`config.mk`:
```
export PLATFORM = sky130hd
export DESIGN_NAME = key_led_mode_ctrl
export DESIGN_NICKNAME = d
export VERILOG_FILES = /design/src/rtl/key_led_mode_ctrl.sv
export SDC_FILE = /design/constraint.sdc
export NUM_CORES = 1
export LEC_CHECK = 0
export BUFFER_PORTS_ARGS = -buffer_cell sky130_fd_sc_hd__buf_2
export CORE_ASPECT_RATIO = 0.6
export CORE_MARGIN = 1.5
export CORE_UTILIZATION = 45
export DETAILED_ROUTE_END_ITERATION = 7
export PLACE_DENSITY = 0.63
export SLEW_MARGIN = 20
export SYNTH_ARGS = -nofsm -noshare
export SYNTH_HDL_FRONTEND = slang
export SYNTH_SLANG_ARGS = --single-unit
```
`constraint.sdc`:
```
create_clock -name sys_clk -period 2.32 [get_ports sys_clk]
set_clock_uncertainty 0.1 [all_clocks]
set_input_delay 0.116 -clock sys_clk [delete_from_list [all_inputs] [get_ports sys_clk]]
set_output_delay 0.116 -clock sys_clk [all_outputs]
set_load 0.005 [all_outputs]
```
`src/rtl/key_led_mode_ctrl.sv`:
```
`default_nettype none
// +------------------------------------------------------------------------+
// | Module      : key_led_mode_ctrl                                        |
// | Description : Push-button LED mode controller. Synchronises and        |
// |               debounces a raw key, emits one pulse per accepted press  |
// |               and steps OFF -> ON -> SLOW blink -> FAST blink -> OFF.  |
// | Ports       : sys_clk   - system clock                                 |
// |               sys_rst_n - asynchronous active-low reset                |
// |               key_input - raw key pin (0 = pressed)                    |
// |               led_out   - LED drive, active-low (0 = lit)              |
// |               mode      - 00 OFF, 01 ON, 10 SLOW, 11 FAST              |
// |               key_flag  - one-cycle pulse per accepted press           |
// | Revision    : 1.0 - initial release                                    |
// +------------------------------------------------------------------------+
module key_led_mode_ctrl #(
  parameter int CNT_DEBOUNCE = 999_999,
  parameter int BLINK_SLOW   = 24_999_999,
  parameter int BLINK_FAST   = 4_999_999
) (
  input  logic       sys_clk,
  input  logic       sys_rst_n,
  input  logic       key_input,
  output logic       led_out,
  output logic [1:0] mode,
  output logic       key_flag
);

  // One shared counter width, wide enough to hold the largest parameter.
  localparam int MAX_P_A = (CNT_DEBOUNCE > BLINK_SLOW) ? CNT_DEBOUNCE : BLINK_SLOW;
  localparam int MAX_P   = (MAX_P_A > BLINK_FAST) ? MAX_P_A : BLINK_FAST;
  localparam int CW      = $clog2(MAX_P + 1);

  localparam logic [CW-1:0] C_DEB_MAX   = CW'(CNT_DEBOUNCE);
  localparam logic [CW-1:0] C_DEB_ARM   = CW'(CNT_DEBOUNCE - 1);
  localparam logic [CW-1:0] C_SLOW_LAST = CW'(BLINK_SLOW - 1);
  localparam logic [CW-1:0] C_FAST_LAST = CW'(BLINK_FAST - 1);
  localparam logic [CW-1:0] C_ONE       = CW'(1);

  typedef enum logic [1:0] {
    MODE_OFF  = 2'b00,
    MODE_ON   = 2'b01,
    MODE_SLOW = 2'b10,
    MODE_FAST = 2'b11
  } mode_e;

  logic          sync1_q, sync1_d;
  logic          sync2_q, sync2_d;
  logic [CW-1:0] deb_cnt_q, deb_cnt_d;
  logic          key_flag_q, key_flag_d;
  mode_e         mode_q, mode_d;
  logic [CW-1:0] blink_cnt_q, blink_cnt_d;
  logic          led_q, led_d;
  logic [CW-1:0] half_last;

  always_ff @(posedge sys_clk or negedge sys_rst_n) begin
    if (!sys_rst_n) begin
      sync1_q     <= 1'b1;
      sync2_q     <= 1'b1;
      deb_cnt_q   <= '0;
      key_flag_q  <= 1'b0;
      mode_q      <= MODE_OFF;
      blink_cnt_q <= '0;
      led_q       <= 1'b1;
    end else begin
      sync1_q     <= sync1_d;
      sync2_q     <= sync2_d;
      deb_cnt_q   <= deb_cnt_d;
      key_flag_q  <= key_flag_d;
      mode_q      <= mode_d;
      blink_cnt_q <= blink_cnt_d;
      led_q       <= led_d;
    end
  end

  // Synchroniser and debounce. The count saturates so that a long hold
  // passes through the arm value only once and therefore pulses only once.
  always_comb begin
    sync1_d = key_input;
    sync2_d = sync1_q;
    if (sync2_q) begin
      deb_cnt_d = '0;
    end else if (deb_cnt_q != C_DEB_MAX) begin
      deb_cnt_d = deb_cnt_q + C_ONE;
    end else begin
      deb_cnt_d = deb_cnt_q;
    end
    key_flag_d = !sync2_q && (deb_cnt_q == C_DEB_ARM);
  end

  // Mode FSM and blink generator. A press wins over a blink toggle.
  always_comb begin
    mode_d      = mode_q;
    blink_cnt_d = blink_cnt_q;
    led_d       = led_q;
    half_last   = (mode_q == MODE_SLOW) ? C_SLOW_LAST : C_FAST_LAST;

    if (key_flag_q) begin
      unique case (mode_q)
        MODE_OFF:  mode_d = MODE_ON;
        MODE_ON:   mode_d = MODE_SLOW;
        MODE_SLOW: mode_d = MODE_FAST;
        MODE_FAST: mode_d = MODE_OFF;
        default:   mode_d = MODE_OFF;
      endcase
      blink_cnt_d = '0;
      led_d       = (mode_d == MODE_OFF);
    end else begin
      unique case (mode_q)
        MODE_OFF: begin
          blink_cnt_d = '0;
          led_d       = 1'b1;
        end
        MODE_ON: begin
          blink_cnt_d = '0;
          led_d       = 1'b0;
        end
        MODE_SLOW, MODE_FAST: begin
          if (blink_cnt_q == half_last) begin
            blink_cnt_d = '0;
            led_d       = !led_q;
          end else begin
            blink_cnt_d = blink_cnt_q + C_ONE;
          end
        end
        default: begin
          blink_cnt_d = '0;
          led_d       = 1'b1;
        end
      endcase
    end
  end

  assign led_out  = led_q;
  assign mode     = mode_q;
  assign key_flag = key_flag_q;

endmodule
`default_nettype wire

```
==> results of run 1 <==
[kinds of logic (layout without fill, tap and decap cells)]
kind of cell,after synthesis,after routing,synth area share (%)
AOI/OAI and AO/OA,15,15,2.91
xor gates and xnor gates,42,42,12.8
adders and majority gates,8,8,3.47
buffers and inverters,22,38,3.21
DFF,56,56,48.8
muxes,2,2,0.738
and+or+nand+nor,154,154,28.1
[cell type report]
cell class              count  area, sq um  share of cell area (%)
repair buffers             16          110                    3.50
flip-flops and latches     56         1410                    44.7
well taps                  84          105                    3.34
multi-input cells         221         1380                    44.0
clock buffers               8         90.1                    2.86
inverters                  14         52.6                    1.67
[power breakdown]
group | switching (mW) | internal (mW) | total [mW]
Sequential | 0.0134 | 0.983 | 0.996
Clock | 0.296 | 0.244 | 0.540
Combinational | 0.0252 | 0.0113 | 0.0365
Total | 0.335 | 1.24 | 1.57
[what timing repair did]
| item | 4_1_cts | 5_1_grt |
|---|---|---|
| hold buffers | 2 | 0 |
| endpoints found under the hold margin | 23 | 0 |
| setup endpoints to repair | 0 | 0 |
[flip-flops by register name (all words and copies together), names as in the netlist]
register     flops
blink_cnt_q     25
deb_cnt_q       25
mode             2
key_flag         1
led_out          1
sync1_q          1
sync2_q          1
[how the worst max path moves through the flow]
stage,end,slack (ns),cells past startpoint
2_1_floorplan,blink_cnt_q[16],0.41,9
3_3_place_gp,blink_cnt_q[23],0.32,5
3_5_place_dp,blink_cnt_q[24],0.31,5
4_1_cts,blink_cnt_q[23],0.30,5
5_1_grt,deb_cnt_q[2],0.09,6
6_report,blink_cnt_q[22],0.27,5
[synthesized netlist by cell type (all sizes together)]
master	number	share of area (%)
a211o	1	0.30
a21oi	3	0.52
a31oi	1	0.22
and2	1	0.22
and3	2	0.43
and3b	1	0.30
and4	4	1.2
buf	5	1.0
clkbuf	3	0.39
dfrtp	53	46
dfstp	3	2.7
ha	8	3.5
inv	14	1.8
mux2	1	0.39
mux2i	1	0.35
nand2	23	3.0
nand3	17	3.0
nand4	17	3.9
nand4b	1	0.30
nor2	58	7.8
nor3	12	2.3
nor3b	1	0.26
nor4	12	4.1
nor4b	1	0.30
o21ai	8	1.4
o22ai	1	0.22
o31ai	1	0.26
or3	2	0.43
or4	2	0.65
xnor2	23	7.0
xor2	19	5.8
[routing by layer]
layer  GRT usage (%)  vias to the layer above
li1                -                     1049
met1            30.8                      993
met2            25.3                       28
met3            3.72                        7
met4            6.08                        0
met5               0                        -
[critical path, cell delays in order, from the launching register on]
cell	delay (ns)
dfrtp_1	0.50
nand4_2	0.22
or4_4	0.63
nor4_2	0.27
xnor2_1	0.17
nor2_2	0.04
[per-stage QoR]
stage | cells | area, sq um
6_report | 399 | 3150
5_1_grt | 399 | 3150
4_1_cts | 399 | 3150
3_5_place_dp | 389 | 3040
3_3_place_gp | 389 | 3040
2_1_floorplan | 299 | 2880
==> reports/metrics.yaml, run 1 <==
track_usage_pct: 19.2
setup_viol: 0
powerDensity_mw_per_mm2: 500
pin_count: 7
leakage_nw: 1.26
hold_slack_ns: 0.223
finalHoldViolCount: 0
cts_num_sinks: 56
ctsResizeCount: 0
utilization_pct: 51.3
die_h_microns: 65.0
rr_endpoint: "blink_cnt_q[22]"
met2_length_mm: 2.12
dp_slack_ns: 0.307
final_common_cell: "nor2_1"
grt_overflow: 0
vias: 2077
postSynthAreaPerCell_sq_um: 9.64
cts_root_buffer: "clkbuf_8"
ir_worst_vdd_uv: 266
floorplan.initialDensity_pct: 46.9
status: "completed"
drt-wirelength-per-cell_microns: 14.4
met3WireLength_microns: 191
r2r_slack_ns: 0.27
wl_met1_mm: 3.38
clock_latency_ns: 0.31
syn-cell-area_sq_mm: 0.00288
final.min_clock_period_ns: 2.05
wl_mm: 5.74
vias_per_cell: 5.21
top_layer: "met4"
worst-r2r-cell-count: 5
rsz0062_at_grt: "false"
n_antenna_cell: 0
n_fill_cell: 575
rows: 22
numCtsBuffers: 5
grt_start_max_net_pins: 27
routabilityCongestion: 0.772
crit_type: "reg2reg"
ys.warnings.count: 0
cap_violations: 0
synthesis.nets: 310
required_ns: 2.41
arrival_ns: 2.14
relSlewSlack_pct: 62.4
cts_setup_buffers: 0
post-route-period-util_pct: 88.2
cts.htree.levels: 2
drc: 0
fin_ws_ns: 0.275
worst_pin_slew_ns: 0.564
nets: 325
synthDistinctLibCells: 39
cts_tree: "yes"
die_w_microns: 106
maxSlewViolCount: 0
grt_first_pass_wirelength_mm: 10.2
fmax_mhz: 489
timing.rr.start: "blink_cnt_q[8]"
ant_nets: 0
ys_seq_area_share_pct: 48.8
startpoint: "blink_cnt_q[8]"
critical_path.startpoint_type: "flop"
yosys_register_bits: 56
area_growth_pct: 9.21
mostFrequentLayoutCells: "nor2_1, dfrtp_1, nand2_1, xnor2_1, xor2_1"
die_area_sq_mm: 0.00691
drt_iter0_markers: 162
timing.setup.tns_ns: 0
antenna_found_initial: 0
dr.pass1.iters: 4
io_buffers: 6
hold_class: "in2async"
grt_pass1_vias: 2036
clockBufferDepth: 2
detailed_place_hpwl_mm: 4.16
power_mw: 1.57
layout-drive-gt1-share_pct: 10.8
clkTransAtPathRegs_ns: 0.10
worstSetupEndpointType: "flop"
cp_max_fo: 7
coreArea_sq_mm: 0.00614
synthCells: 299
(Power assumes the default switching activity.)
==> run 2, diff against run 1 <==
--- a/config.mk
+++ b/config.mk
@@ -10,7 +10,7 @@
 export CORE_MARGIN = 1.5
 export CORE_UTILIZATION = 45
 export DETAILED_ROUTE_END_ITERATION = 7
-export PLACE_DENSITY = 0.63
+export PLACE_DENSITY = 0.65
 export SLEW_MARGIN = 20
 export SYNTH_ARGS = -nofsm -noshare
 export SYNTH_HDL_FRONTEND = slang
==> constraint.sdc (replaced) <==
create_clock -name sys_clk -period 1.6 [get_ports sys_clk]
set_clock_uncertainty 0.1 [all_clocks]
set_input_delay 0.08 -clock sys_clk [delete_from_list [all_inputs] [get_ports sys_clk]]
set_output_delay 0.08 -clock sys_clk [all_outputs]
set_load 0.005 [all_outputs]
==> run 2 against run 1 <==
Effect of this change:
- the flow now finishes with violations (negative setup slack)
- critical path depth is 3 higher
- core utilization grew 16 points
- design area is 32% higher
- setup slack lost 0.55 ns
- maximum frequency grew 9.3%
- non-clock buffer count is 88 higher
- sequential power is 45% higher
- global-route usage increased by 3.9 points
- combinational power increased to 2.8 times the previous value
- cell count grew 22%
- critical path type unchanged
- critical endpoint is now deb_cnt_q[0]
- largest cell class is now multi-input combinational cells
==> reports/metrics.yaml, run 2 (same netlist as run 1, synthesis figures left out) <==
nets: 413  # was 325
clock_latency_ns: 0.31  # about the same
io_buffers: 6  # unchanged
seqCellArea_sq_mm: 0.00141  # about the same
mostFrequentLayoutCells: "buf_4, dfrtp_1, nor2_1, xnor2_1, xor2_1"  # was nor2_1, dfrtp_1, nand2_1, xnor2_1, xor2_1
coreArea_sq_mm: 0.00614  # unchanged
fmax_mhz: 534  # was 489 MHz
layout-drive-gt1-share_pct: 42.4  # was 10.8%
routabilityCongestion: 0.841  # was 0.772
place_area_sq_mm: 0.00362  # was 0.00304 sq mm
cts_tree: "yes"  # unchanged
maxSlewViolCount: 0  # unchanged
required_ns: 1.70  # was 2.41 ns
worstSetupEndpointType: "flop"  # unchanged
leakage_nw: 1.82  # was 1.26 nW
fin_ws_ns: -0.272  # was 0.275 ns
critical_path.startpoint_type: "flop"  # unchanged
relSlewSlack_pct: 71.3  # was 62.4%
crit_family: "simple AND/OR/NAND/NOR gates"  # unchanged
multi_input_area_sq_mm: 0.00164  # was 0.00138 sq mm
cap_violations: 0  # unchanged
die_w_microns: 106  # unchanged
cts_num_sinks: 56  # unchanged
grt_pass1_vias: 2453  # was 2036
die_h_microns: 65.0  # unchanged
final.min_clock_period_ns: 1.87  # was 2.05 ns
p_seq_share_pct: 61.8  # was 63.3%
cp_max_fo: 7  # unchanged
hold_class: "in2async"  # unchanged
cp_num_buf_inv: 3  # was 0
powerDensity_mw_per_mm2: 561  # was 500 mW/mm^2
antenna_found_initial: 0  # unchanged
arrival_ns: 1.97  # was 2.14 ns
cts_root_buffer: "clkbuf_8"  # unchanged
crit_chain: "buf_6, nor4_4, nand2_1, nor3_2, buf_4, buf_4, xnor2_1, nor2_1"  # was nand4_2, or4_4, nor4_2, xnor2_1, nor2_2
floorplan.initialDensity_pct: 46.9  # unchanged
final_cells: 487  # was 399
ir_worst_vdd_uv: 539  # was 266 uV
vias_per_cell: 5.19  # was 5.21
drc: 0  # unchanged
detailed_place_hpwl_mm: 4.86  # was 4.16 mm
track_usage_pct: 23.2  # was 19.2%
p_clk_share_pct: 33.9  # was 34.3%
grt_start_max_net_pins: 41  # was 27
die_area_sq_mm: 0.00691  # unchanged
grt_first_pass_wirelength_mm: 12.4  # was 10.2 mm
combinationalPowerShare_pct: 4.3  # was 2.3%
crit_type: "reg2reg"  # unchanged
post-route-period-util_pct: 117  # was 88.2%
drt-wirelength-per-cell_microns: 15.1  # was 14.4 microns
ant_nets: 0  # unchanged
cts.htree.levels: 2  # unchanged
numCtsBuffers: 5  # unchanged
final_common_cell: "buf_4"  # was nor2_1
path_common_cell: "buf_4"
drt_iter0_markers: 111  # was 162
wl_mm: 7.33  # was 5.74 mm
rows: 22  # unchanged
dp_cells: 456  # was 389
pin_count: 7  # unchanged
setup_viol: 48  # was 0
violations: "negative setup slack"
internal_power_mw: 1.77  # was 1.24 mW
critPathSlowestCell: "dfrtp_1"  # was or4_4
cp_slowest_stage_delay_ns: 0.42  # was 0.63 ns
vias: 2529  # was 2077
worst_pin_slew_ns: 0.430  # was 0.564 ns
grt_overflow: 0  # unchanged
status: "complete, but fails checks"  # was completed
rsz0062_at_grt: "true"  # was false
finalHoldViolCount: 0  # unchanged
clkTransAtPathRegs_ns: 0.10  # about the same
n_antenna_cell: 0  # unchanged
p_sw_share_pct: 23.7  # was 21.3%
p_switching_mw: 0.550  # was 0.335 mW
final_area_sq_mm: 0.00415  # was 0.00315 sq mm
area_growth_pct: 43.9  # was 9.21%
clockBufferDepth: 2  # unchanged
n_fill_cell: 468  # was 575
dr.pass1.iters: 4  # unchanged
-- run 2: cell count changes in the layout (fill, tap and decap cells not counted), moves of 5 or more --
cell     delta
nand3_2     +5
buf_4      +71
nor2_2      +5
nor3_1      -6
nand3_1     -6
nor4_1      -7
nand2_1     -5
buf_6      +15
nor3_2      +6
nor2_1      -6
-- run 2: cell type report --
| cell class | count | area share [%] |
|---|---|---|
| Clock buffer | 5 | 1.66 |
| Clock inverter | 3 | 0.453 |
| Inverter | 14 | 1.27 |
| Multi-Input combinational cell | 221 | 39.6 |
| Sequential cell | 56 | 33.9 |
| Tap cell | 84 | 2.53 |
| Timing Repair Buffer | 104 | 20.5 |
-- run 2: layer usage --
metal / share of wire (%) / up-vias / wire length (microns) / track usage (%)
li1: - / 1226 / - / -
met1: 52 / 1261 / 3790 / 35.8
met2: 44 / 37 / 3230 / 33.1
met4: 0.29 / 0 / 21 / 2.53
met5: 0 / - / 0 / 0
met3: 4.0 / 5 / 295 / 5.94
-- run 2: repair_timing --
action / CTS / global route
hold buffers: 2 / 0
gates resized for setup: 44 / 21
cloned: 2 / 0
buffers inserted: 13 / 8
setup endpoints to repair: 48 / 51
hold endpoints to repair: 54 / 0
pin swaps: 50 / 33
-- run 2: metrics by stage --
stage	util, %	TNS, ns	setup WS [ns]	total power [mW]	hold WS [ns]
after floorplan	-	-1.70	-0.212	1.48	-0.316
after global placement	59.0	-6.64	-0.211	1.54	-0.0627
after detailed placement	59.0	-8.44	-0.267	1.54	-0.0614
after CTS	65.3	-5.32	-0.181	2.34	0.134
after global routing	67.5	-10.91	-0.356	2.42	0.145
final	67.5	-6.68	-0.272	2.32	0.136
-- run 2: worst paths after layout --
kind / startpoint / endpoint / slack (ns) / cells after the start
max in group asynchronous: sys_rst_n / led_out / 0.64 / 3
worst min-delay path: sys_rst_n / blink_cnt_q[4] / 0.14 / 2
worst max register to register: deb_cnt_q[6] / deb_cnt_q[0] / -0.27 / 8
worst max-delay path: deb_cnt_q[6] / deb_cnt_q[0] / -0.27 / 8
min in group sys_clk: sync1_q / sync2_q / 0.26 / 0
worst min register to register: sync1_q / sync2_q / 0.26 / 0
-- run 2: power groups by stage --
stage | combinational, mW | sequential, mW | clock [mW]
2_1_floorplan | 0.0230 | 1.46 | 0
3_3_place_gp | 0.0794 | 1.46 | 0
3_5_place_dp | 0.0800 | 1.46 | 0
4_1_cts | 0.0926 | 1.44 | 0.815
5_1_grt | 0.113 | 1.44 | 0.872
6_report | 0.101 | 1.44 | 0.787
==> run 3, diff against run 2 <==
--- a/config.mk
+++ b/config.mk
@@ -8,9 +8,9 @@
 export BUFFER_PORTS_ARGS = -buffer_cell sky130_fd_sc_hd__buf_2
 export CORE_ASPECT_RATIO = 0.6
 export CORE_MARGIN = 1.5
-export CORE_UTILIZATION = 45
+export CORE_UTILIZATION = 28
 export DETAILED_ROUTE_END_ITERATION = 7
-export PLACE_DENSITY = 0.65
+export PLACE_DENSITY = 0.45
 export SLEW_MARGIN = 20
 export SYNTH_ARGS = -nofsm -noshare
 export SYNTH_HDL_FRONTEND = slang
==> run 3 against run 2 <==
Effect of this change:
- the run still ends with negative setup slack left
- hold slack improved by 0.047 ns
- wire length rose by 7.0%
- via count fell by 1.6%
- first-iteration DRC count rose by 19%
- global-route usage fell by 7.9 points
- cell count rose by 11%
- sequential share of layout area fell by 2.4 points
==> reports/metrics.yaml, run 3 (same netlist as run 1, synthesis figures left out) <==
hold_class: "in2async"  # unchanged
cts_tree: "yes"  # unchanged
worstSetupEndpointType: "flop"  # unchanged
final_common_cell: "buf_4"  # unchanged
cp_max_fo: 7  # unchanged
die_h_microns: 81.6  # was 65.0 microns
critical_path.startpoint_type: "flop"  # unchanged
rr_endpoint: "blink_cnt_q[23]"  # was deb_cnt_q[0]
cts_root_buffer: "clkbuf_16"  # was clkbuf_8
r2r_slack_ns: -0.23  # was -0.27 ns
die_area_sq_mm: 0.0109  # was 0.00691 sq mm
drt-wirelength-per-cell_microns: 14.6  # was 15.1 microns
layout-drive-gt1-share_pct: 46.0  # was 42.4%
timing.rr.start: "blink_cnt_q[7]"  # was deb_cnt_q[6]
p_switching_mw: 0.600  # was 0.550 mW
coreArea_sq_mm: 0.00991  # was 0.00614 sq mm
worst-r2r-cell-count: 5  # was 8
grt_overflow: 0  # unchanged
fmax_mhz: 548  # was 534 MHz
grt_start_max_net_pins: 25  # was 41
clock_latency_ns: 0.29  # was 0.31 ns
track_usage_pct: 15.2  # was 23.2%
ir_worst_vdd_uv: 463  # was 539 uV
cts_num_sinks: 56  # unchanged
drc: 0  # unchanged
dp_cells: 511  # was 456
rows: 28  # was 22
mostFrequentLayoutCells: "buf_4, dfrtp_1, nor2_1, xor2_1"  # was buf_4, dfrtp_1, nor2_1, xnor2_1, xor2_1
n_antenna_cell: 0  # unchanged
place_area_sq_mm: 0.00374  # was 0.00362 sq mm
final_area_sq_mm: 0.00448  # was 0.00415 sq mm
leakage_nw: 1.92  # was 1.82 nW
detailed_place_hpwl_mm: 5.31  # was 4.86 mm
powerDensity_mw_per_mm2: 626  # was 561 mW/mm^2
clkTransAtPathRegs_ns: 0.07  # was 0.10 ns
ant_nets: 0  # unchanged
cap_violations: 0  # unchanged
grtUsageMet3_pct: 2.96  # was 5.94%
combinationalPowerShare_pct: 3.5  # was 4.3%
p_sw_share_pct: 21.4  # was 23.7%
arrival_ns: 1.91  # was 1.97 ns
grt_pass1_vias: 2415  # was 2453
grt_first_pass_wirelength_mm: 12.9  # was 12.4 mm
post-route-period-util_pct: 114  # was 117%
utilization_pct: 45.2  # was 67.5%
required_ns: 1.69  # was 1.70 ns
drt_iter0_markers: 132  # was 111
final_cells: 539  # was 487
floorplan.initialDensity_pct: 29.1  # was 46.9%
final.min_clock_period_ns: 1.83  # was 1.87 ns
antenna_found_initial: 0  # unchanged
power_mw: 2.80  # was 2.32 mW
clockBufferDepth: 2  # unchanged
die_w_microns: 134  # was 106 microns
rsz0062_at_grt: "true"  # unchanged
nets: 414  # was 413
vias_per_cell: 4.62  # was 5.19
maxSlewViolCount: 0  # unchanged
setup_viol: 47  # was 48
n_fill_cell: 919  # was 468
finalHoldViolCount: 0  # unchanged
grt.busiest_layer: "met1"  # unchanged
fin_ws_ns: -0.226  # was -0.272 ns
cts.htree.levels: 2  # unchanged
status: "complete, but fails checks"  # unchanged
grtUsageMet1_pct: 24.6  # was 35.8%
crit_type: "reg2reg"  # unchanged
dp_slack_ns: -0.326  # was -0.267 ns
p_seq_share_pct: 51.4  # was 61.8%
numCtsBuffers: 5  # unchanged
use_met2_pct: 20.5  # was 33.1%
relSlewSlack_pct: 65.9  # was 71.3%
vias: 2489  # was 2529
worst_pin_slew_ns: 0.512  # was 0.430 ns
internal_power_mw: 2.20  # was 1.77 mW
pin_count: 7  # unchanged
wl_mm: 7.84  # was 7.33 mm
area_growth_pct: 55.4  # was 43.9%
p_clk_share_pct: 45.2  # was 33.9%
dr.pass1.iters: 4  # unchanged
io_buffers: 6  # unchanged
startpoint: "blink_cnt_q[7]"  # was deb_cnt_q[6]
violations: "negative setup slack"  # unchanged
routabilityCongestion: 0.764  # was 0.841
==> run 3: cell count changes in the layout (fill, tap and decap cells not counted), moves of 3 or more <==
cell       before  now
clkbuf_16       0    5
buf_12          2    5
nor2_2          8    5
nor2_1         49   43
nor2_4          1   10
buf_6          15    9
xnor2_2         1    5
dfrtp_1        52   48
dfrtp_2         1    5
clkbuf_8        5    0
xnor2_1        22   18
==> run 3: routing by layer <==
layer	share of wire (%)	vias to the layer above
met3	4.5	6
li1	-	1230
met2	39	40
met4	0.61	0
met1	56	1213
met5	0	-
==> run 3: area by class of cell <==
type,count,area (sq um),area share [%]
sequential,56,1410,31.5
clock inverter,2,35.0,0.782
clock buffer,6,129,2.88
multi-input combinational,221,1770,39.5
tap,135,169,3.77
timing repair buffer,105,915,20.4
inverter,14,52.6,1.17
==> run 3: worst max-delay path by stage <==
| stage | cells past startpoint | to |
|---|---|---|
| finish | 5 | blink_cnt_q[23] |
| global route | 6 | led_out |
| CTS | 7 | deb_cnt_q[24] |
| detailed placement | 6 | blink_cnt_q[13] |
| global placement | 6 | blink_cnt_q[12] |
| floorplan | 6 | blink_cnt_q[22] |
==> run 3: per-stage QoR <==
| stage | hold WS (ns) | setup TNS (ns) |
|---|---|---|
| 4_1_cts | 0.195 | -6.02 |
| 3_3_place_gp | -0.0307 | -11.44 |
| 5_1_grt | 0.251 | -11.86 |
| 6_report | 0.183 | -6.41 |
| 2_1_floorplan | -0.316 | -1.70 |
| 3_5_place_dp | -0.0204 | -10.27 |
==> run 3: repair_timing <==
action | CTS | global route
hold buffers | 2 | 0
buffers inserted | 10 | 8
hold endpoints to repair | 17 | 0
setup endpoints to repair | 46 | 49
pin swaps | 23 | 30
cloned | 2 | 0
resized for setup | 39 | 48
==> run 3: critical path: stages, from the launching register on <==
cell,delay (ns)
dfrtp_2,0.41
nand4_2,0.13
or4_4,0.61
nor4_4,0.24
xnor2_2,0.17
nor2_4,0.04
==> run 3: power by group through the flow <==
stage | clock network, mW | logic (mW) | registers (mW)
6_report | 1.27 | 0.0973 | 1.44
3_5_place_dp | 0 | 0.0839 | 1.46
5_1_grt | 1.33 | 0.111 | 1.44
3_3_place_gp | 0 | 0.0823 | 1.46
4_1_cts | 1.29 | 0.0970 | 1.44
2_1_floorplan | 0 | 0.0230 | 1.46
